<file path="src/rtl/mem_port_arbiter.sv">
// Shares one memory port between instruction fetch and execute load/store.
// Data has priority; fetch is guaranteed a slot after MAX_STARVE data grants.
module mem_port_arbiter #(
    parameter int ADDR_W       = 32,
    parameter int DATA_W       = 64,
    parameter int LOAD_LATENCY = 1,
    parameter int MAX_STARVE   = 4
) (
    input  logic                  clk,
    input  logic                  rst,
    input  logic                  if_req_valid,
    input  logic [ADDR_W-1:0]     if_req_addr,
    output logic                  if_req_ready,
    output logic                  if_resp_valid,
    output logic [DATA_W-1:0]     if_resp_data,
    input  logic                  d_req_valid,
    input  logic [ADDR_W-1:0]     d_req_addr,
    input  logic [DATA_W/8-1:0]   d_req_we,
    input  logic [DATA_W-1:0]     d_req_wdata,
    output logic                  d_req_ready,
    output logic                  d_resp_valid,
    output logic [DATA_W-1:0]     d_resp_data,
    input  logic                  flush,
    input  logic                  mem_ready,
    output logic                  mem_en,
    output logic [ADDR_W-1:0]     mem_addr,
    output logic [DATA_W/8-1:0]   mem_we,
    output logic [DATA_W-1:0]     mem_st_data,
    input  logic [DATA_W-1:0]     mem_ld_data
);

    localparam int BE_W = DATA_W / 8;
    localparam int NSTG = LOAD_LATENCY + 1;

    logic [3:0]          r_starve_cnt;
    logic                r_mem_en;
    logic [ADDR_W-1:0]   r_mem_addr;
    logic [BE_W-1:0]     r_mem_we;
    logic [DATA_W-1:0]   r_mem_st_data;
    logic [NSTG-1:0]     r_tag_valid;
    logic [NSTG-1:0]     r_tag_fetch;

    logic                w_arb_en;
    logic                w_if_want;
    logic                w_starved;
    logic                w_grant_f;
    logic                w_grant_d;
    logic                w_last_valid;
    logic [NSTG-1:0]     w_tag_valid_next;
    logic [NSTG-1:0]     w_tag_fetch_next;

    // A flushed fetch is treated as absent for arbitration.
    assign w_arb_en  = !rst && mem_ready;
    assign w_if_want = if_req_valid && !flush;
    assign w_starved = (r_starve_cnt == 4'(MAX_STARVE));
    assign w_grant_f = w_arb_en && w_if_want && (!d_req_valid || w_starved);
    assign w_grant_d = w_arb_en && d_req_valid && !(w_if_want && w_starved);

    assign if_req_ready = w_grant_f;
    assign d_req_ready  = w_grant_d;

    always_ff @(posedge clk) begin
        if (rst) begin
            r_starve_cnt <= 4'd0;
        end else if (mem_ready) begin
            if (w_grant_f || !if_req_valid) begin
                r_starve_cnt <= 4'd0;
            end else if (w_grant_d && !flush && !w_starved) begin
                r_starve_cnt <= r_starve_cnt + 4'd1;
            end
        end
    end

    always_ff @(posedge clk) begin
        if (rst) begin
            r_mem_en      <= 1'b0;
            r_mem_addr    <= '0;
            r_mem_we      <= '0;
            r_mem_st_data <= '0;
        end else if (w_grant_f) begin
            r_mem_en      <= 1'b1;
            r_mem_addr    <= if_req_addr;
            r_mem_we      <= '0;
            r_mem_st_data <= '0;
        end else if (w_grant_d) begin
            r_mem_en      <= 1'b1;
            r_mem_addr    <= d_req_addr;
            r_mem_we      <= d_req_we;
            r_mem_st_data <= d_req_wdata;
        end else begin
            r_mem_en      <= 1'b0;
        end
    end

    assign mem_en      = r_mem_en;
    assign mem_addr    = r_mem_addr;
    assign mem_we      = r_mem_we;
    assign mem_st_data = r_mem_st_data;

    // Tag pipeline: stage 0 tracks the request on the port, the last stage
    // lines up with mem_ld_data. Only loads carry a valid tag.
    generate
        for (genvar gi = 0; gi < NSTG; gi++) begin : g_tag
            if (gi == 0) begin : g_head
                assign w_tag_valid_next[gi] = w_grant_f || (w_grant_d && (d_req_we == '0));
                assign w_tag_fetch_next[gi] = w_grant_f;
            end else begin : g_shift
                assign w_tag_valid_next[gi] = r_tag_valid[gi-1] && !(flush && r_tag_fetch[gi-1]);
                assign w_tag_fetch_next[gi] = r_tag_fetch[gi-1];
            end
        end
    endgenerate

    always_ff @(posedge clk) begin
        if (rst) begin
            r_tag_valid <= '0;
            r_tag_fetch <= '0;
        end else begin
            r_tag_valid <= w_tag_valid_next;
            r_tag_fetch <= w_tag_fetch_next;
        end
    end

    // Gating with rst keeps responses from before a reset from surfacing.
    assign w_last_valid  = r_tag_valid[NSTG-1] && !rst;
    assign if_resp_valid = w_last_valid && r_tag_fetch[NSTG-1] && !flush;
    assign d_resp_valid  = w_last_valid && !r_tag_fetch[NSTG-1];
    assign if_resp_data  = if_resp_valid ? mem_ld_data : '0;
    assign d_resp_data   = d_resp_valid ? mem_ld_data : '0;

endmodule

</file>
<file path="config.mk">
export PLATFORM = sky130hd
export DESIGN_NAME = mem_port_arbiter
export DESIGN_NICKNAME = d
export VERILOG_FILES = /design/src/rtl/mem_port_arbiter.sv
export SDC_FILE = /design/constraint.sdc
export NUM_CORES = 1
export LEC_CHECK = 0
export ABC_AREA = 1
export CORE_AREA = 2 2 174 176
export CTS_BUF_LIST = sky130_fd_sc_hd__clkbuf_16
export DETAILED_ROUTE_END_ITERATION = 6
export DIE_AREA = 0 0 176 178
export HOLD_SLACK_MARGIN = 0.05
export PLACE_DENSITY_LB_ADDON = 0.12
export SYNTH_ARGS = -nofsm -noshare
export SYNTH_HDL_FRONTEND = slang
export SYNTH_SLANG_ARGS = --single-unit
</file>
<file path="constraint.sdc">
create_clock -name clk -period 1.7 [get_ports clk]
set_input_delay 0.17 -clock clk [delete_from_list [all_inputs] [get_ports clk]]
set_output_delay 0.17 -clock clk [all_outputs]
set_load 0.05 [all_outputs]
</file>
==> summary.txt <==
Finish
  – Final-layout fill cell count: 2,777
  – Share of cells above drive strength 1: 37.0%
  – Post-layout util: 47.2%
  – Area Growth Syn to Fin: 171%
  – Nets: 1,468
  – Non-Filler Instances: 1,667
  – Design area: 13,900 um^2

Clock tree
  – CTS buffer count: 17
  – Max clock buf depth: 2
  – Clk slew on worst S/H paths: 50 ps
  – CTS tree: done
  – CTS Sinks: 113
  – H-tree lvl count: 4
  – Worst skew pair latency: 420 ps
  – Clk root buf: clkbuf_16

Drt
  – First DRT Iteration DRCs: 260
  – Routed Wire Length: 30.4 mm
  – Pre-antenna DRT Iters: 4
  – Routed Antenna Nets: 0
  – WL/cell: 18.3 um
  – DRC: 0
  – Via count: 6,909
  – Vias/cell: 4.14

Power and ir drop
  – Leakage: 0.00572 uW
  – Final Power: 8830 uW
  – Worst vdd ir: 0.000494 V
  – Power per cell area: 636 nW/um^2

Synthesis
  – Synth top cells by count: 308 x nor2_1, 113 x dfxtp_1, 80 x o21ai_0
  – Most common cell in the netlist: nor2_1
  – Post-Syn Area per Cell: 6.67 um^2
  – Leading area contributor after synthesis: dfxtp_1
  – Gate Count Post-Synth: 768
  – Post-synth EDFFs: 0
  – Mapped Area: 5120 um^2
  – Top cell type's share of synthesized area: 44.2%
  – Warnings, synthesis: 0
  – Async SR Flop Fraction: 0%
  – FF+latch count, synth: 113
  – Top post-synthesis cells by area: dfxtp_1 44%, nor2_1 23%, o21ai_0 7.8%
  – Sequential share of the synthesized area: 44.2%
  – Mapped Nets: 976
  – Yosys cell types: 26
  – Synth Flop Type: dfxtp_1

Critical path
  – Worst R2R Start: r_starve_cnt[0]
  – Crit-path max FO: 11
  – R2R depth: 12
  – Startpoint Class: flop
  – Worst R2R Setup Slack: 10 ps
  – Critical path class: flop to output pin
  – Worst Setup SP: r_tag_fetch[1]
  – Crit end category: output pin
  – WP data required: 1530 ps
  – Critical R2R Capture: mem_we[3]
  – CP arrival: 1650 ps

Die
  – Core Region: 29,400 um^2
  – Initial core utilization: 17.4%
  – Row cnt: 63
  – Die area: 31,300 um^2
  – # IOs: 443
  – Chip width: 176 um
  – Chip height: 178 um

Status
  – Failing checks: negative setup slack
  – Status: finished with violations

Global routing
  – Aggregate global routing overflow: 0
  – Largest net degree at the start of global routing: 64
  – Vias in the first global route: 6,842
  – Antenna violations before repair: 4
  – First-pass GRT wire length: 42.8 mm
  – Total GRT Usage: 18.3%

Placed design
  – Placer Congestion: 0.774
  – Placed Area: 12,000 um^2
  – Hpwl dp: 22.1 mm
  – Port buffer count: 442
  – Inst Count DP: 1,596

Min path
  – Hold Path Class: input pin to flop
  – Hold path endpoint: r_tag_valid[1]
  – Hold Path Depth: 3
  – Min-delay src: flush

STA
  – Unrepaired setup endpoints after global routing: yes
  – Final hold vios: 0
  – Finish-stage setup viols: 125
  – Fmax: 0.548 GHz
  – Fin Clk Skew: 10.4 ps
  – Slew margin rel.: 65.4%
  – Max Transition Viols Final: 0
  – Final min period: 1820 ps
  – Worst-Margin Slew: 521 ps
  – PnR worst setup slack: -125 ps
  – Fin crit share: 107%

Flow run
  – Max Cap Viol: 0
[worst max-delay path by stage]
stage	endpoint	slack (ps)	depth (start not counted)
floorplan	d_resp_data[13]	-190	4
global placement	mem_addr[18]	-160	9
detailed placement	mem_addr[20]	-150	9
CTS	d_resp_data[43]	-140	5
global route	d_resp_data[48]	-190	5
finish	d_resp_data[43]	-120	5
[state kept, by name, summed over array words and instances (netlist names)]
signal	cells
r_tag_fetch	2
mem_addr	32
mem_en	1
r_starve_cnt	4
r_tag_valid	2
mem_we	8
mem_st_data	64
[layout make-up]
type	count	area [um^2]	area share, %
Timing Repair Buffer	527	6780	48.8
Multi-Input combinational cell	521	3350	24.1
Sequential cell	113	2270	16.3
Tap cell	390	488	3.51
Clock buffer	17	425	3.06
Inverter	78	342	2.46
Clock inverter	15	206	1.49
Timing Repair inverter	2	17.5	0.126
Antenna cell	4	10.0	0.0721
[report_power, final]
group	internal, uW	switching, uW	leakage [uW]
registers	2800	78.0	0.000927
clock network	2470	1410	0.000306
logic	907	1160	0.00449
total	6180	2640	0.00572
[placed cells by master (no fill, tap or decap), types with 5 or more instances in the layout]
cell type	netlist	layout
nor2_2	1	10
buf_16	0	7
inv_1	74	70
clkbuf_16	0	26
nor2_4	0	124
clkdlybuf4s50_1	0	203
a21oi_1	5	5
nor2_1	308	175
o21ai_0	80	66
nand3_1	17	16
nand2_1	13	12
dlygate4sd2_1	0	47
buf_4	5	101
buf_12	0	152
dfxtp_1	113	109
o21ai_1	52	61
buf_6	0	5
inv_6	0	6
bufinv_16	0	5
nand4_1	33	33
[stage by stage]
stage / setup WS [ps] / TNS (ps) / hold slack, ps
6_report: -125 / -9450 / 167
5_1_grt: -191 / -19090 / 162
4_1_cts: -137 / -8610 / 151
3_5_place_dp: -152 / -13850 / 410
3_3_place_gp: -156 / -13150 / 410
2_1_floorplan: -192 / -2350 / 241
[logic make-up (layout without fill, tap and decap cells)]
kind of cell,Yosys count,count (layout),share of synthesized area [%]
compound gates,139,139,13.7
xor+xnor,1,1,0.171
fa+ha+maj,2,2,0.488
buf+inv,134,639,10.9
flops,113,113,44.2
other cells,0,4,0
simple gates,379,379,30.5
[critical path, cell delays in order, from the launching register on]
cell and delay, ps:
dfxtp_2 330, nor3_4 240, bufinv_16 230, buf_12 170, nor2_4 130, buf_12 140
[per-layer routing]
metal / vias up / part of all wire (%) / GRT usage [%]
li1: 3430 / - / -
met4: 0 / 1.7 / 4.55
met3: 29 / 7.9 / 6.20
met2: 271 / 53 / 34.8
met1: 3179 / 37 / 19.2
met5: - / 0 / 0
[repair_timing]
action                                  in CTS  in global routing
pin swaps                                    5                 11
gates cloned                                 9                  9
buffers inserted                             7                 10
hold buffers                                 0                  0
gates resized for setup                    207                 44
endpoints found under the setup margin     171                147
(Power assumes the default switching activity.)
